$ cat src/rtl/div_pkg.sv
// div_pkg -- shared definitions for the shared-divider scheduler.
//   state_t : sequencer states (3-bit encoding)
//   div_lat : cycles from the LOAD cycle through the DONE cycle, inclusive
package div_pkg;

  typedef enum logic [2:0] {
    ST_IDLE  = 3'd0,
    ST_LOAD  = 3'd1,
    ST_SHIFT = 3'd2,
    ST_TEST  = 3'd3,
    ST_DONE  = 3'd4
  } state_t;

  // One load cycle, a shift/test pair per quotient bit, one done cycle.
  function automatic int div_lat(input int width);
    return 1 + 2 * width + 1;
  endfunction

endpackage

$ cat src/rtl/rr_arb2.sv
// rr_arb2 -- two-way round-robin winner selection (combinational).
//   req0, req1 : request levels
//   last       : requester served most recently (0 or 1)
//   win        : selected requester; only meaningful when a request is present
// The pointer itself is owned and updated by the parent.
module rr_arb2 (
  input  logic req0,
  input  logic req1,
  input  logic last,
  output logic win
);

  // On a tie the requester not served last wins; otherwise the lone requester.
  assign win = (req0 && req1) ? ~last : req1;

endmodule

$ cat src/rtl/div_share_sched.sv
// div_share_sched -- sequencer sharing one restoring-divider datapath between
// two requesters, with round-robin arbitration.
//   CLK, RST_N          : clock, synchronous active-low reset
//   REQ0, REQ1          : request levels, held until the matching DONE
//   COMP                : datapath comparator (partial remainder >= divisor)
//   OPSEL               : datapath operand select (0 = requester 0)
//   LOAD, SHIFT, SU     : datapath strobes (load, shift left, subtract-update)
//   BUSY, GNT0, GNT1    : high from the LOAD cycle through the DONE cycle
//   DONE0, DONE1        : one-cycle completion pulses
//   Q                   : quotient, held until the next LOAD
// Optional macro DIV_ZERO_CHECK_EN adds input DZ (selected divisor is zero)
// and output ERR; a zero divisor then skips straight from LOAD to DONE.
module div_share_sched
  import div_pkg::*;
#(
  parameter int WIDTH = 5,
  parameter int CNT_W = $clog2(WIDTH + 1)
) (
  input  logic             CLK,
  input  logic             RST_N,
  input  logic             REQ0,
  input  logic             REQ1,
  input  logic             COMP,
`ifdef DIV_ZERO_CHECK_EN
  input  logic             DZ,
  output logic             ERR,
`endif
  output logic             OPSEL,
  output logic             LOAD,
  output logic             SHIFT,
  output logic             SU,
  output logic             BUSY,
  output logic             GNT0,
  output logic             GNT1,
  output logic             DONE0,
  output logic             DONE1,
  output logic [WIDTH-1:0] Q
);

  state_t             state_reg, state_next;
  logic [CNT_W-1:0]   cnt_reg;
  logic [WIDTH-1:0]   q_reg;
  logic               opsel_reg;
  logic               last_reg;   // requester served most recently
  logic               win;
`ifdef DIV_ZERO_CHECK_EN
  logic               err_reg;
`endif

  rr_arb2 u_arb (
    .req0 (REQ0),
    .req1 (REQ1),
    .last (last_reg),
    .win  (win)
  );

  always_ff @(posedge CLK) begin
    if (!RST_N) begin
      state_reg <= ST_IDLE;
      cnt_reg   <= '0;
      q_reg     <= '0;
      opsel_reg <= 1'b0;
      last_reg  <= 1'b1;          // so the first tie goes to requester 0
`ifdef DIV_ZERO_CHECK_EN
      err_reg   <= 1'b0;
`endif
    end else begin
      state_reg <= state_next;
      case (state_reg)
        ST_IDLE: begin
          if (REQ0 || REQ1) opsel_reg <= win;
        end
        ST_LOAD: begin
          cnt_reg <= '0;
`ifdef DIV_ZERO_CHECK_EN
          q_reg   <= DZ ? '1 : '0;
          err_reg <= DZ;
`else
          q_reg   <= '0;
`endif
        end
        ST_TEST: begin
          q_reg   <= {q_reg[WIDTH-2:0], COMP};
          cnt_reg <= cnt_reg + CNT_W'(1);
        end
        ST_DONE: begin
          last_reg <= opsel_reg;
        end
        default: ;
      endcase
    end
  end

  always_comb begin
    state_next = state_reg;
    case (state_reg)
      ST_IDLE:  if (REQ0 || REQ1) state_next = ST_LOAD;
`ifdef DIV_ZERO_CHECK_EN
      ST_LOAD:  state_next = DZ ? ST_DONE : ST_SHIFT;
`else
      ST_LOAD:  state_next = ST_SHIFT;
`endif
      ST_SHIFT: state_next = ST_TEST;
      // Counter still holds the pre-increment value here.
      ST_TEST:  state_next = (cnt_reg == CNT_W'(WIDTH - 1)) ? ST_DONE : ST_SHIFT;
      ST_DONE:  state_next = ST_IDLE;
      default:  state_next = ST_IDLE;
    endcase
  end

  // Outputs decode from the registered state, so reset clears them at once.
  assign OPSEL = opsel_reg;
  assign LOAD  = (state_reg == ST_LOAD);
  assign SHIFT = (state_reg == ST_SHIFT);
  assign SU    = (state_reg == ST_TEST) && COMP;
  assign BUSY  = (state_reg != ST_IDLE);
  assign GNT0  = BUSY && !opsel_reg;
  assign GNT1  = BUSY && opsel_reg;
  assign DONE0 = (state_reg == ST_DONE) && !opsel_reg;
  assign DONE1 = (state_reg == ST_DONE) && opsel_reg;
  assign Q     = q_reg;
`ifdef DIV_ZERO_CHECK_EN
  assign ERR   = (state_reg == ST_DONE) && err_reg;
`endif

endmodule

$ cat config.mk
export PLATFORM = sky130hd
export DESIGN_NAME = div_share_sched
export DESIGN_NICKNAME = d
export VERILOG_FILES = /design/src/rtl/div_pkg.sv /design/src/rtl/rr_arb2.sv /design/src/rtl/div_share_sched.sv
export SDC_FILE = /design/constraint.sdc
export NUM_CORES = 1
export LEC_CHECK = 0
export CAP_MARGIN = 5
export CORE_ASPECT_RATIO = 0.8
export CORE_MARGIN = 3
export CORE_UTILIZATION = 30
export DETAILED_ROUTE_END_ITERATION = 10
export GPL_TIMING_DRIVEN = 0
export PLACE_DENSITY_LB_ADDON = 0.1
export RECOVER_POWER = 50
export SLEW_MARGIN = 10
export SYNTH_ARGS = -nofsm -noshare
export SYNTH_HDL_FRONTEND = slang
export SYNTH_SLANG_ARGS = --single-unit
$ cat constraint.sdc
create_clock -name CLK -period 1.5 [get_ports CLK]
set_clock_uncertainty 0.05 [all_clocks]
set_input_delay 0.3 -clock CLK [delete_from_list [all_inputs] [get_ports CLK]]
set_output_delay 0.3 -clock CLK [all_outputs]
set_load 0.01 [all_outputs]
==> impl_metrics.toml <==
[floorplan]
core_sq_um = 1770
dieArea_sq_um = 2610
die_w_um = 56.4
start_util = 0.344
ioPinCount = 19
die_h_um = 46.3
num_rows = 13

[synth]
syn_nets = 79
yosysWarnings = 0
syn_area_sq_um = 609
syn-mean-instance-area_sq_um = 8.46
ys_types = 27
ys_ff_latch = 13
ys_seq_area_frac = 0.427
syn_inst = 72

[cells_and_area]
largest_reg_flops = 5
diodes = 0
drive_gt1_frac = 0.356
final_area_sq_um = 941
mostFrequentLayoutCells = "buf_4 (11), nand2_1 (11), dfxtp_1 (9), a21boi_0 (7), buf_2 (7)"
syn_to_final_growth_pct = 54.4
fin_cells = 126
final_nets = 112

[setup_path]
cp_data_arrival_time_ns = 1.29
worstPathMaxFanout = 6
critical_path_required_ns = 1.15
end_kind = "primary output"
worstSetupPathType = "register to primary output"
startpoint_type = "register"
r2r_cells = 6

[status]
violations = "setup timing"
status = "complete, but fails checks"

[global_routing]
track_usage = 0.134
antenna_found_initial = 0
grt_max_degree = 11
grt_pass1_wl_um = 2530
grt-ovfl-total = 0
first_global_vias = 563

[clock_network]
cts_made_buffers = 3
clkTransAtPathRegs_ns = 0.09
worstSkewPairLatency_ns = 0.28
cts_sinks = 13
cts_hold_buf = 0
cts_buffer_depth = 2
cts.root.buffer_cell = "clkbuf_4"
tritoncts = "yes"
cts_max_level = 1

[pwr]
switchingPower_w = 0.000210
power.share.sequential = 0.494
p_per_area_nw_per_um2 = 796
p_clk_frac = 0.300
ir_drop_uv = 515
p_int_w = 0.000539
p_leak_nw = 0.434
p_comb_frac = 0.207
switching_share = 0.280

[hold_path]
holdPathStages = 2
hp-class = "register to register"

[routing]
drc = 0
wl_per_cell_um = 11.9
ant_nets = 0
drtIter0Drc = 12
first_pass_iters = 4
via_per_inst = 5.01
wl_um = 1500
vias = 631

[timing]
rsz0062_at_grt = "yes"
layout_min_cycle_time_ns = 1.64
period_share = 1.10
slew_violations = 0
setup_ws_ns = -0.144
setup_viol = 6
hold_viol = 0
holdWs_ns = 0.410
slew_headroom = 0.737
worst-slew-pin-transition_ns = 0.394
max_freq_ghz = 0.608

[placed_design]
hpwl_um = 987
routabilityCongestion = 0.689
io_buffers = 18
place_area_sq_um = 817
dp_cells = 112
dp_slack_ns = -0.471

[run]
drv_cap = 0
==> cells by family after synthesis <==
family                     share of synthesized area
adders and majority gates                     0.0411
DFF                                            0.427
AOI/OAI and AO/OA                              0.131
and+or+nand+nor                                0.341
buffers and inverters                         0.0596
==> what timing repair did <==
item,4_1_cts,5_1_grt
setup buffers,9,2
gates cloned,0,0
pin swaps,1,1
endpoints found under the setup margin,14,8
resized for setup,50,7
==> path summary, 6_finish.rpt <==
| check | start | endpoint | slack [ns] |
|---|---|---|---|
| setup / recovery | state_reg[0] | DONE0 | -0.14 |
| hold / removal | Q[4] | Q[4] | 0.41 |
| setup reg to reg | state_reg[0] | Q[0] | 0.17 |
| hold reg to reg | Q[4] | Q[4] | 0.41 |
==> routing by layer <==
layer,part of all wire,GRT usage,vias to the layer above
li1,-,-,311
met3,0.060,0.0616,5
met5,0,0,-
met4,0.014,0.0569,0
met2,0.49,0.235,16
met1,0.44,0.142,299
==> power by group through the flow <==
stage | sequential (W) | clock (W) | combinational (W)
after detailed placement | 0.000371 | 0 | 0.000124
after global placement | 0.000371 | 0 | 0.000124
after global routing | 0.000372 | 0.000252 | 0.000170
final | 0.000370 | 0.000224 | 0.000155
after CTS | 0.000368 | 0.000233 | 0.000145
after floorplan | 0.000370 | 0 | 0.0000648
==> cell usage after synthesis <==
library cell  instances  share of area
nand3_1               6          0.049
and2_1                1          0.010
nand3b_1              1          0.012
clkbuf_1              2          0.012
ha_1                  2          0.041
nor2_1                4          0.025
nor2b_1               3          0.031
nor4b_1               1          0.014
nand2_1              11          0.068
nand4b_1              1          0.014
and3_1                2          0.021
inv_1                 3          0.018
o21a_1                1          0.012
a41o_1                1          0.016
buf_2                 2          0.016
nand2b_1              1          0.010
nor3b_1               1          0.012
a21boi_0              7          0.086
a21oi_1               1         0.0082
nor4bb_1              1          0.016
nand4_1               1          0.010
buf_4                 1          0.012
o21ai_0               1         0.0082
nor3_2                1          0.016
or3b_2                1          0.014
nor3_1                2          0.016
dfxtp_1              13           0.43
==> final cells by class <==
class	count	area, sq um
Clock inverter	1	5.00
Multi-Input combinational cell	51	339
Fill cell	164	832
Sequential cell	13	273
Timing Repair Buffer	29	225
Buffer	4	37.5
Inverter	3	11.3
Tap cell	22	27.5
Clock buffer	3	22.5
==> through the flow <==
step / setup TNS, ns / total power [W] / utilization
6_report: -0.429 / 0.000749 / 0.531
4_1_cts: -0.446 / 0.000745 / 0.520
2_1_floorplan: 0 / 0.000435 / -
5_1_grt: -0.878 / 0.000795 / 0.531
3_5_place_dp: -2.58 / 0.000495 / 0.461
3_3_place_gp: -2.64 / 0.000495 / 0.461
==> worst max-delay path, cell delays in order, from the launching register on <==
cell	delay, ns
dfxtp_4	0.39
or3b_4	0.40
nor2_1	0.09
buf_2	0.13
Power figures use the tool's default switching activity.
